==> src/rtl/row_entry_builder.sv <==
// row_entry_builder: collects key events into a 5-tile draft and submits it via valid/ready
module row_entry_builder #(
    parameter int MAX_GUESSES = 6
) (
    input  logic        clk,
    input  logic        rst_n,
    input  logic        key_valid,
    input  logic [4:0]  key_code,
    input  logic        key_back,
    input  logic        key_enter,
    input  logic        new_game,
    input  logic        row_ready,
    input  logic        solved,
    output logic [34:0] row_out,
    output logic        row_valid,
    output logic [34:0] draft_row,
    output logic [2:0]  cursor,
    output logic [2:0]  guess_idx,
    output logic        game_over,
    output logic        err_short
);
    typedef enum logic [1:0] {EDIT, SUBMIT, DONE} state_t;
    state_t state, next_state;
    logic do_letter, do_back, do_submit, do_err, accept, finish;
    logic [5:0] wpos, bpos;
    always_comb begin
        accept = state == SUBMIT && row_valid && row_ready && !new_game;
        finish = accept && (solved || guess_idx == 3'(MAX_GUESSES - 1));
        do_submit = 1'b0;
        do_err = 1'b0;
        do_back = 1'b0;
        do_letter = 1'b0;
        if (state == EDIT && !new_game) begin
            if (key_enter) begin
                do_submit = cursor == 3'd5;
                do_err = cursor != 3'd5;
            end else if (key_back)
                do_back = cursor != 3'd0;
            else
                do_letter = key_valid && key_code >= 5'd1 && key_code <= 5'd26 && cursor < 3'd5;
        end
        next_state = new_game ? EDIT : do_submit ? SUBMIT : finish ? DONE : accept ? EDIT : state;
        // First letter lands in the leftmost tile (bits 34:28)
        wpos = 6'd28 - 6'(7 * cursor);
        bpos = wpos + 6'd7;
    end
    always_ff @(posedge clk or negedge rst_n) begin
        if (!rst_n) state <= EDIT;
        else state <= next_state;
    end
    always_ff @(posedge clk or negedge rst_n) begin
        if (!rst_n) begin
            row_out <= '0;
            row_valid <= 1'b0;
            draft_row <= '0;
            cursor <= '0;
            guess_idx <= '0;
            game_over <= 1'b0;
            err_short <= 1'b0;
        end else begin
            err_short <= do_err;
            if (new_game) begin
                draft_row <= '0;
                cursor <= '0;
                guess_idx <= '0;
                row_valid <= 1'b0;
                game_over <= 1'b0;
            end else begin
                if (do_letter) begin
                    draft_row[wpos +: 7] <= {2'b00, key_code};
                    cursor <= cursor + 3'd1;
                end
                if (do_back) begin
                    draft_row[bpos +: 7] <= 7'd0;
                    cursor <= cursor - 3'd1;
                end
                if (do_submit) begin
                    row_out <= draft_row;
                    row_valid <= 1'b1;
                end
                if (accept) begin
                    row_valid <= 1'b0;
                    draft_row <= '0;
                    cursor <= '0;
                    guess_idx <= guess_idx + 3'd1;
                    game_over <= finish;
                end
            end
        end
    end
endmodule

==> config.mk <==
export PLATFORM = sky130hd
export DESIGN_NAME = row_entry_builder
export DESIGN_NICKNAME = d
export VERILOG_FILES = /design/src/rtl/row_entry_builder.sv
export SDC_FILE = /design/constraint.sdc
export NUM_CORES = 1
export LEC_CHECK = 0
export BUFFER_PORTS_ARGS = -buffer_cell sky130_fd_sc_hd__buf_2
export CORE_MARGIN = 2
export CORE_UTILIZATION = 30
export CTS_CLUSTER_DIAMETER = 120
export DETAILED_ROUTE_END_ITERATION = 7
export PLACE_DENSITY = 0.47
export SLEW_MARGIN = 20
export SYNTH_ARGS = -nofsm -noshare
export SYNTH_HDL_FRONTEND = slang
export SYNTH_SLANG_ARGS = --single-unit
==> constraint.sdc <==
create_clock -name clk -period 5.7 [get_ports clk]
set_input_delay 1.14 -clock clk [delete_from_list [all_inputs] [get_ports clk]]
set_output_delay 1.14 -clock clk [all_outputs]
set_load 0.01 [all_outputs]
# ---- Yosys cells after proc, flatten, opt, wreduce, memory -nomap -nowiden
# Index checks and enable logic that the tools add are counted.
dict set report word_totals {
  regBits 81
  input_bits 13
  output_inout_bits 79
}
dict set report op_classes {
  n_addsub 7
  n_mul 1
  magnitude_cmp 3
  eq_ne 4
  shifts 4
  muxes 32
  bitwise_logic 1
  n_reduce_logical 17
}
# operator n
set op_table {}
lappend op_table {{2-to-1 mux 35 bit} 5}
lappend op_table {{bitwise mux 35 bit} 2}
lappend op_table {{variable shift 7 x 8 -> 35 bit, first input constant} 2}
lappend op_table {{indexed part select 7 x 8 -> 35 bit} 1}
lappend op_table {{indexed part select 7 x 8 -> 35 bit, first input constant} 1}
lappend op_table {{2-to-1 mux 3 bit} 6}
lappend op_table {{negation 6 -> 8 bit} 2}
lappend op_table {{2-to-1 mux 1 bit} 15}
lappend op_table {{logical AND 1 bit} 8}
lappend op_table {{2-to-1 mux 2 bit} 4}
lappend op_table {{nonzero test 4 bit} 2}
lappend op_table {{adder 3 x 1 -> 3 bit, second input constant} 2}
lappend op_table {{adder 6 x 3 -> 6 bit, second input constant} 1}
lappend op_table {{== test 3 bit, second input constant} 2}
lappend op_table {{multiplier 3 x 3 -> 6 bit, first input constant} 1}
lappend op_table {{nonzero test 3 bit} 2}
lappend op_table {{subtractor 5 x 6 -> 6 bit, first input constant} 1}
lappend op_table {{greater-or-equal comparator 5 x 1 -> 1 bit, second input constant} 1}
lappend op_table {{less-or-equal comparator 5 bit, second input constant} 1}
lappend op_table {{less-than comparator 3 bit, second input constant} 1}
lappend op_table {{inequality test 3 bit, second input constant} 1}
lappend op_table {{subtractor 3 x 1 -> 3 bit, second input constant} 1}
lappend op_table {{== test 2 x 1 -> 1 bit, second input constant} 1}
lappend op_table {{zero test 2 bit} 1}
lappend op_table {{5 further kinds} 5}

# ---- Depth between registers and ports, before layout
# Gate-level depths: netlist (run 1).
dict set report logic_depth {
  word_depth 13
  depth_mapped 18
  ltp_nobuf 15
}

# ---- Worst setup path before layout (run 1)
# Ideal clock, no wire load.
dict set report synth_timing {
  kind {register to register}
  from {register cursor[1]}
  to {register draft_row[22]}
  setup_time_ns 0.138
  t_arrival_ns 3.940
  setup_slack_ns 1.622
  stages_incl_launch_ff 16
  period_less_slack_ns 4.078
  path_cell_list {dfrtp_1 inv_1 fa_1 xnor2_1 ha_1 buf_2 inv_1 ha_1 inv_1 clkbuf_1 ha_1 clkbuf_1 clkbuf_1 nand3_1 o32ai_1 a211oi_1}
}
dict set report synth_between {
  elab_chain_cells 11
  elab_cells_between_ends 25
  cone_classes {add/sub (4); mul (1); order compare (1); shift (4); mux (13); reduce/logical (2)}
}
# item line
set synth_rtl {}
lappend synth_rtl {{start, declared} 17} ;# output logic [2:0] cursor,
lappend synth_rtl {{start signal, assigned} 71} ;# cursor <= cursor + 3'd1;
lappend synth_rtl {{start signal, assigned} 75} ;# cursor <= cursor - 3'd1;
lappend synth_rtl {{parallel branches: the longest is 8 deep, another holds negation 6 -> 8 bit} n/a}
lappend synth_rtl {{2-to-1 mux 35 bit (*)} 73} ;# if (do_back) begin
lappend synth_rtl {{2-to-1 mux 35 bit (*)} 81} ;# if (accept) begin
lappend synth_rtl {{2-to-1 mux 35 bit (*)} 62} ;# if (new_game) begin
lappend synth_rtl {{end signal, assigned by index} 70} ;# draft_row[wpos +: 7] <= {2'b00, key_code};
lappend synth_rtl {{end, declared} 16} ;# output logic [34:0] draft_row,
# Mark *: on every way between the ends. The select of a mux whose other input is x is not followed.
# A chain may end at the register's enable or synchronous reset.

# ---- Worst setup path after layout (run 1)
dict set report layout_timing {
  from {register cursor[1]}
  to {register draft_row[13]}
}
# The elaborated chain is that of the path after synthesis.

==> results of run 1 <==
## worst min-delay path by stage
stage | start | endpoint | slack [ns] | cells after the start
floorplan | state[0] | state[0] | 0.49 | 1
global placement | row_out[8] | row_out[8] | 0.48 | 1
detailed placement | row_out[24] | row_out[24] | 0.49 | 1
CTS | row_out[24] | row_out[24] | 0.51 | 1
global route | row_out[9] | row_out[9] | 0.51 | 1
finish | row_out[24] | row_out[24] | 0.50 | 1
## cells in the final DEF (no fill, tap or decap), types with 5 or more instances in the layout
| master | count |
|---|---|
| o22ai_1 | 7 |
| or3_1 | 5 |
| clkbuf_16 | 9 |
| o31ai_1 | 12 |
| inv_1 | 10 |
| buf_4 | 13 |
| nor3_1 | 23 |
| nand3_1 | 31 |
| nand4_1 | 7 |
| xnor2_1 | 11 |
| ha_1 | 20 |
| a311oi_1 | 6 |
| nor2_1 | 57 |
| nand2_1 | 57 |
| buf_2 | 90 |
| a211oi_1 | 13 |
| nor3_2 | 6 |
| a31oi_1 | 6 |
| mux2_2 | 41 |
| o32ai_1 | 6 |
| o21ai_0 | 21 |
| dfrtp_1 | 81 |
| and3_1 | 6 |
| a21oi_1 | 28 |
| xor2_1 | 5 |
| mux2i_1 | 30 |
## power by group
group / internal (mW) / switching (mW)
Clock: 0.345 / 0.264
Sequential: 0.578 / 0.00614
Combinational: 0.180 / 0.451
Total: 1.10 / 0.721
## critical path, stage by stage (launching register included)
cell       delay, ns
dfrtp_1         0.49
inv_1           0.33
fa_1            0.49
xnor2_1         0.15
ha_1            0.52
inv_1           0.12
ha_1            0.42
and3b_1         0.45
nor2_2          0.09
xnor2_1         0.75
mux2_2          0.42
a22oi_1         0.28
nor2_1          0.10
a2111oi_2       0.28
## per-layer routing
layer,track usage [%],vias up,part of all wire (%)
li1,-,2428,-
met3,4.49,48,8.1
met5,0,-,0
met1,29.5,2615,44
met4,7.92,0,2.6
met2,32.6,270,45
## sequential cells by signal, summed over array words and instances (netlist names)
| signal | flops |
|---|---|
| row_valid | 1 |
| row_out | 35 |
| guess_idx | 3 |
| state | 2 |
| err_short | 1 |
| game_over | 1 |
| cursor | 3 |
| draft_row | 35 |
## cells by family (layout without fill, tap and decap cells)
| group | count (synthesis) | in the layout | synth area share, % |
|---|---|---|---|
| AOI/OAI and AO/OA | 142 | 142 | 17.3 |
| xor gates and xnor gates | 20 | 20 | 3.82 |
| adders and majority gates | 22 | 22 | 5.03 |
| buffers and inverters | 58 | 132 | 4.95 |
| DFF | 81 | 81 | 35.1 |
| muxes | 72 | 72 | 13.6 |
| and+or+nand+nor | 228 | 228 | 20.2 |
## cell type report
cell class | instances | share of cell area [%]
inverters | 13 | 0.730
repair buffers | 103 | 8.19
multi-input cells | 484 | 51.9
well taps | 234 | 4.38
clock buffers | 9 | 3.37
flip-flops and latches | 81 | 30.3
clock inverters | 7 | 1.16
## metrics by stage
step	utilization (%)	hold slack (ns)	worst slack [ns]
6_report	35.6	0.499	0.681
5_1_grt	35.6	0.514	0.414
4_1_cts	35.6	0.506	0.745
3_5_place_dp	34.0	0.490	0.799
3_3_place_gp	34.0	0.484	0.981
2_1_floorplan	-	0.490	1.62
==> metrics.yaml, run 1 <==
status: "finished, final reports clean"
place_area_mm2: 0.00638
cts_num_sinks: 81
place.port_buffers: 91
leakage_nw: 3.09
worstHoldPathType: "reg2reg"
syn_nets: 658
path_clk_slew_ns: 0.07
yosysSeqAreaShare_pct: 35.1
synth_area_leaders: "dfrtp_1, mux2_2, mux2i_1"
worstSkewPairLatency_ns: 0.36
wire_per_inst_um: 22.7
ys.flop_type: "dfrtp_1"
drive_gt1_share_pct: 27.7
grt_overflow: 0
synth_top_area_share_pct: 35.1
synth_common_cells: "dfrtp_1, nor2_1, nand2_1, mux2_2, nand3_1"
initial_core_util_pct: 30.7
dieArea_mm2: 0.0204
timing.final.crit_share_pct: 88.1
die_y_um: 143
dp_hpwl_mm: 15.5
grt_setup_unrepaired: "false"
critPathRequiredTime_ns: 5.94
worstSetupPathType: "reg2reg"
vdd_ir_drop_max_mv: 0.171
core_mm2: 0.0188
grt_first_pass_wirelength_mm: 32.7
viasPerCell: 5.76
drt_iter0_drc: 509
die_x_um: 143
reg2reg_to: "draft_row[13]"
fin_total_pwr_mw: 1.83
crit_fanout: 10
finalWirelength_mm: 21.1
fmax_ghz: 0.199
drc: 0
hold_viol_final: 0
clock_skew_ns: 0.0130
cts_tree: "built"
fin_cells: 931
root_buffer: "clkbuf_16"
synth_edf_count: 0
antenna_found_initial: 0
tightest_slew_ns: 1.07
cp-end-kind: "flop"
synth-seq-cells: 81
nets: 727
ant_nets: 0
grt_pass1_vias: 5208
placed_cells: 915
reg2reg_depth: 13
ioPinCount: 92
cts_max_path_buffers: 2
maxSlewViolCount: 0
postCtsHoldBufs: 0
nFillCells: 1944
fin_crit_ns: 5.02
timing.reg2reg.setup_slack_ns: 0.68
insertedDiodeCount: 0
multi_input_area_mm2: 0.00347
vias: 5361
htree_num_levels: 3
finish.instance_area_mm2: 0.00669
grtUsageTotal_pct: 21.3
cts_setup_buffers: 0
syn_inst: 623
cts-resized-gates: 0
ys_warn_count: 0
netlist_area_mm2: 0.00577
synth_most_common_cell: "dfrtp_1"
cap_violations: 0
crit_end: "draft_row[13]"
powerDensity_mw_per_mm2: 273
row_count: 50
cts_made_buffers: 9
place_congestion: 1.04
critPathLaunch: "cursor[1]"
seq_area_mm2: 0.00203
drtPass1Iterations: 6
cp.arrival_ns: 5.26
syn_avg_cell_area_um2: 9.26
yosysTopAreaCell: "dfrtp_1"
grt_max_degree: 52
critPathLaunchType: "flop"
synthDistinctLibCells: 77
area_growth_pct: 15.9
final-setup-viol-count: 0
async_flop_share_pct: 100
slew_headroom_pct: 28.9
r2r-start: "cursor[1]"
finalSetupTns_ns: 0
Power figures use the tool's default switching activity.
==> run 2: changes to the inputs <==
--- a/config.mk
+++ b/config.mk
@@ -5,7 +5,7 @@
 export SDC_FILE = /design/constraint.sdc
 export NUM_CORES = 1
 export LEC_CHECK = 0
-export BUFFER_PORTS_ARGS = -buffer_cell sky130_fd_sc_hd__buf_2
+export BUFFER_PORTS_ARGS = -buffer_cell sky130_fd_sc_hd__buf_4
 export CORE_MARGIN = 2
 export CORE_UTILIZATION = 30
 export CTS_CLUSTER_DIAMETER = 120
==> metrics.yaml, run 2 (synthesis gave the netlist of run 1 again) <==
status: "finished, final reports clean"
fmax_ghz: 0.200
viasPerCell: 5.77
hold_ws_ns: 0.505
cap_violations: 0
dp_hpwl_mm: 16.3
cts-resized-gates: 0
tightest_slew_ns: 1.06
leakage_nw: 3.09
pwr-share-seq_pct: 31.1
place.port_buffers: 91
nets: 727
grt_pass1_vias: 5206
vdd_ir_drop_max_mv: 0.147
powerDensity_mw_per_mm2: 271
final-setup-viol-count: 0
swShare_pct: 39.0
worstSkewPairLatency_ns: 0.36
fin_cells: 930
clkPwrFrac_pct: 34.5
finalWirelength_mm: 22.1
grt_first_pass_wirelength_mm: 33.6
core_mm2: 0.0188
wire_per_inst_um: 23.7
die_x_um: 143
antenna_found_initial: 0
drtPass1Iterations: 5
worstHoldPathType: "reg2reg"
crit_fanout: 10
drc: 0
cts_max_path_buffers: 2
timing.final.crit_share_pct: 87.7
cp.arrival_ns: 5.25
cts_made_buffers: 9
path_clk_slew_ns: 0.07
p_comb_share_pct: 34.4
area_growth_pct: 20.3
finish.instance_area_mm2: 0.00694
p_sw_uw: 734
cts_setup_buffers: 0
fin_ws_ns: 0.699
initial_core_util_pct: 30.7
crit_slowest_cell: "xnor2_1"
row_count: 50
worstPathCellList: "inv_1, fa_1, xnor2_1, ha_1, inv_1, ha_1, and3b_1, nor2_2, xnor2_1, mux2_2, a22oi_1, nor2_1, a2111oi_2"
final_core_util_pct: 37.0
grt_max_degree: 64
grt_setup_unrepaired: "false"
die_y_um: 143
grt_overflow: 0
fin_crit_ns: 5.00
placed_cells: 914
ant_nets: 0
critPathLaunchType: "flop"
clock_skew_ns: 0.00572
drt_iter0_drc: 496
grtUsageTotal_pct: 22.1
worstSetupPathType: "reg2reg"
postCtsHoldBufs: 0
crit_family: "adder cells"
fin_total_pwr_mw: 1.88
vias: 5370
insertedDiodeCount: 0
cts_num_sinks: 81
critPathBufInv: 2
place_congestion: 0.967
critPathMaxStageDelay_ns: 0.69
top_regs: "draft_row: 35 flops, row_out: 35 flops"
cp-end-kind: "flop"
critPathRequiredTime_ns: 5.95
maxSlewViolCount: 0
p_int_mw: 1.15
place_area_mm2: 0.00660
drive_gt1_share_pct: 27.7
layout_common_cells: "buf_4, dfrtp_1, nand2_1, nor2_1, mux2_2"
layout_commonest_cell: "buf_4"
slew_headroom_pct: 28.7
htree_num_levels: 3
root_buffer: "clkbuf_16"
ioPinCount: 92
hold_viol_final: 0
post-place-ws_ns: 0.744
dieArea_mm2: 0.0204
finalSetupTns_ns: 0
cts_tree: "built"
run 2: cell types whose count changed in the layout (fill, tap and decap cells not counted):
cell        delta
clkinv_2       -1
clkinv_4       -1
buf_12         +1
o21ai_0        -1
clkinvlp_4     +1
buf_4         +89
bufinv_16      +1
inv_8          -1
o21ai_2        +1
buf_2         -90
run 2: path summary, 6_finish.rpt:
check                      slack (ns)        start  depth (start not counted)       endpoint
hold / removal                   0.51  row_out[25]                          1    row_out[25]
setup reg to reg                 0.70    cursor[1]                         13  draft_row[13]
setup / recovery                 0.70    cursor[1]                         13  draft_row[13]
max in group asynchronous        3.94        rst_n                          2       state[1]
hold reg to reg                  0.51  row_out[25]                          1    row_out[25]
min in group asynchronous        0.64        rst_n                          1    row_out[14]
run 2: cell type report:
| class | count | area [um2] |
|---|---|---|
| fill | 1969 | 11800 |
| tap | 234 | 293 |
| sequential | 81 | 2030 |
| inverter | 13 | 48.8 |
| clock inverter | 6 | 90.1 |
| timing repair buffer | 103 | 786 |
| multi-input combinational | 484 | 3470 |
| clock buffer | 9 | 225 |
run 2: power by group through the flow:
stage / clock network (mW) / logic [mW] / registers (mW)
after floorplan: 0 / 0.418 / 0.596
after global placement: 0 / 0.640 / 0.595
after detailed placement: 0 / 0.630 / 0.595
after CTS: 0.663 / 0.632 / 0.584
after global routing: 0.688 / 0.687 / 0.585
final: 0.649 / 0.648 / 0.584
run 2: metal layers:
layer	vias up	track usage [%]	share of wire [%]
li1	2432	-	-
met3	35	3.55	6.0
met5	-	0	0
met2	232	35.2	46
met1	2671	30.9	46
met4	0	6.10	2.2
==> run 3: changes to the inputs <==
--- a/config.mk
+++ b/config.mk
@@ -10,6 +10,7 @@
 export CORE_UTILIZATION = 30
 export CTS_CLUSTER_DIAMETER = 120
 export DETAILED_ROUTE_END_ITERATION = 7
+export GPL_TIMING_DRIVEN = 0
 export PLACE_DENSITY = 0.47
 export SLEW_MARGIN = 20
 export SYNTH_ARGS = -nofsm -noshare
==> constraint.sdc (replaced) <==
create_clock -name clk -period 5.7 [get_ports clk]
set_input_delay 1.14 -clock clk [delete_from_list [all_inputs] [get_ports clk]]
set_output_delay 1.14 -clock clk [all_outputs]
set_load 0.05 [all_outputs]
==> metrics.yaml, run 3 (synthesis gave the netlist of run 1 again) <==
status: "finished, final reports clean"
timing.final.crit_share_pct: 92.5
grt_first_pass_wirelength_mm: 34.6
final_core_util_pct: 37.8
top_layer: "met4"
vdd_ir_drop_max_mv: 0.151
worstSetupPathType: "reg2reg"
place_area_mm2: 0.00675
slew_headroom_pct: 25.2
wire_per_inst_um: 24.1
fin_ws_ns: 0.429
grt_setup_unrepaired: "false"
leakage_nw: 3.18
hold_viol_final: 0
critPathLaunch: "cursor[1]"
fin_cells: 963
finalSetupTns_ns: 0
vias: 5425
fmax_ghz: 0.190
cts_num_sinks: 81
grt_overflow: 0
cp-end-kind: "flop"
place.port_buffers: 89
clock_skew_ns: 0.00994
grt_max_degree: 82
area_growth_pct: 22.9
cts_tree: "built"
finalWirelength_mm: 23.2
nets: 759
hold_ws_ns: 0.506
cts-resized-gates: 2
cts_setup_buffers: 0
drive_gt1_share_pct: 28.1
hp-start: "row_out[21]"
grtUsageTotal_pct: 23.2
ant_nets: 0
critPathRequiredTime_ns: 5.90
powerDensity_mw_per_mm2: 273
postCtsHoldBufs: 0
antenna_found_initial: 0
cap_violations: 0
die_x_um: 143
met1_length_mm: 10.7
dp_hpwl_mm: 18.1
drt_iter0_drc: 423
viasPerCell: 5.63
crit_fanout: 10
top_regs: "draft_row: 35 flops, row_out: 35 flops"
drc: 0
wl_met3_mm: 1.24
post-place-ws_ns: -0.200
met2_length_mm: 10.4
initial_core_util_pct: 30.7
cp.arrival_ns: 5.47
drtPass1Iterations: 7
grt_pass1_vias: 5417
nFillCells: 1949
root_buffer: "clkbuf_16"
fin_total_pwr_mw: 1.94
dieArea_mm2: 0.0204
placed_cells: 947
path_clk_slew_ns: 0.07
core_mm2: 0.0188
ioPinCount: 92
r2r-start: "cursor[1]"
htree_num_levels: 3
cts_max_path_buffers: 2
layout_common_cells: "buf_4, dfrtp_1, nand2_1, nor2_1, mux2_2"
layout_commonest_cell: "buf_4"
worstHoldPathType: "reg2reg"
critPathLaunchType: "flop"
fin_crit_ns: 5.27
tightest_slew_ns: 1.11
insertedDiodeCount: 0
finish.instance_area_mm2: 0.00709
cts_made_buffers: 9
worstSkewPairLatency_ns: 0.36
die_y_um: 143
maxSlewViolCount: 0
final-setup-viol-count: 0
place_congestion: 0.982
row_count: 50
## run 3: changes by cell type in the layout (fill, tap and decap cells not counted), moves of 2 or more
cell,previous run,this run
clkbuf_2,0,4
buf_4,102,89
inv_8,0,2
buf_6,0,7
clkbuf_1,0,19
buf_2,0,14
## run 3: routing by layer
layer	up-vias	global-route usage (%)
li1	2495	-
met1	2687	31.9
met2	203	35.6
met3	40	4.90
met4	0	9.48
met5	-	0
## run 3: power breakdown
group          total [mW]  internal (mW)  switching [mW]
combinational       0.687          0.194           0.493
clock               0.666          0.394           0.272
sequential          0.584          0.578         0.00563
total                1.94           1.17           0.771
## run 3: area by class of cell
class | count | area [um2] | area share, %
clock inverter | 7 | 109 | 1.54
tap | 234 | 293 | 4.13
timing repair buffer | 90 | 687 | 9.69
multi-input combinational | 484 | 3460 | 48.8
buffer | 45 | 240 | 3.39
clock buffer | 9 | 225 | 3.18
inverter | 13 | 50.0 | 0.706
sequential | 81 | 2030 | 28.6
## run 3: final timing paths
path	end	slack [ns]	cells after the start
setup / recovery	draft_row[22]	0.43	15
hold / removal	row_out[21]	0.51	1
setup reg to reg	draft_row[22]	0.43	15
hold reg to reg	row_out[21]	0.51	1
max in group asynchronous	draft_row[34]	4.37	1
min in group asynchronous	row_out[14]	0.82	1
## run 3: worst max-delay path, stage by stage (launching register included)
cell and delay, ns:
dfrtp_1 0.54, inv_1 0.28, fa_1 0.53, xnor2_1 0.15
ha_1 0.27, buf_2 0.24, inv_1 0.11, ha_1 0.37
inv_1 0.22, clkbuf_2 0.30, ha_1 0.52, clkbuf_2 0.34
clkbuf_2 0.33, nand3_1 0.24, o32ai_1 0.55, a211oi_1 0.10
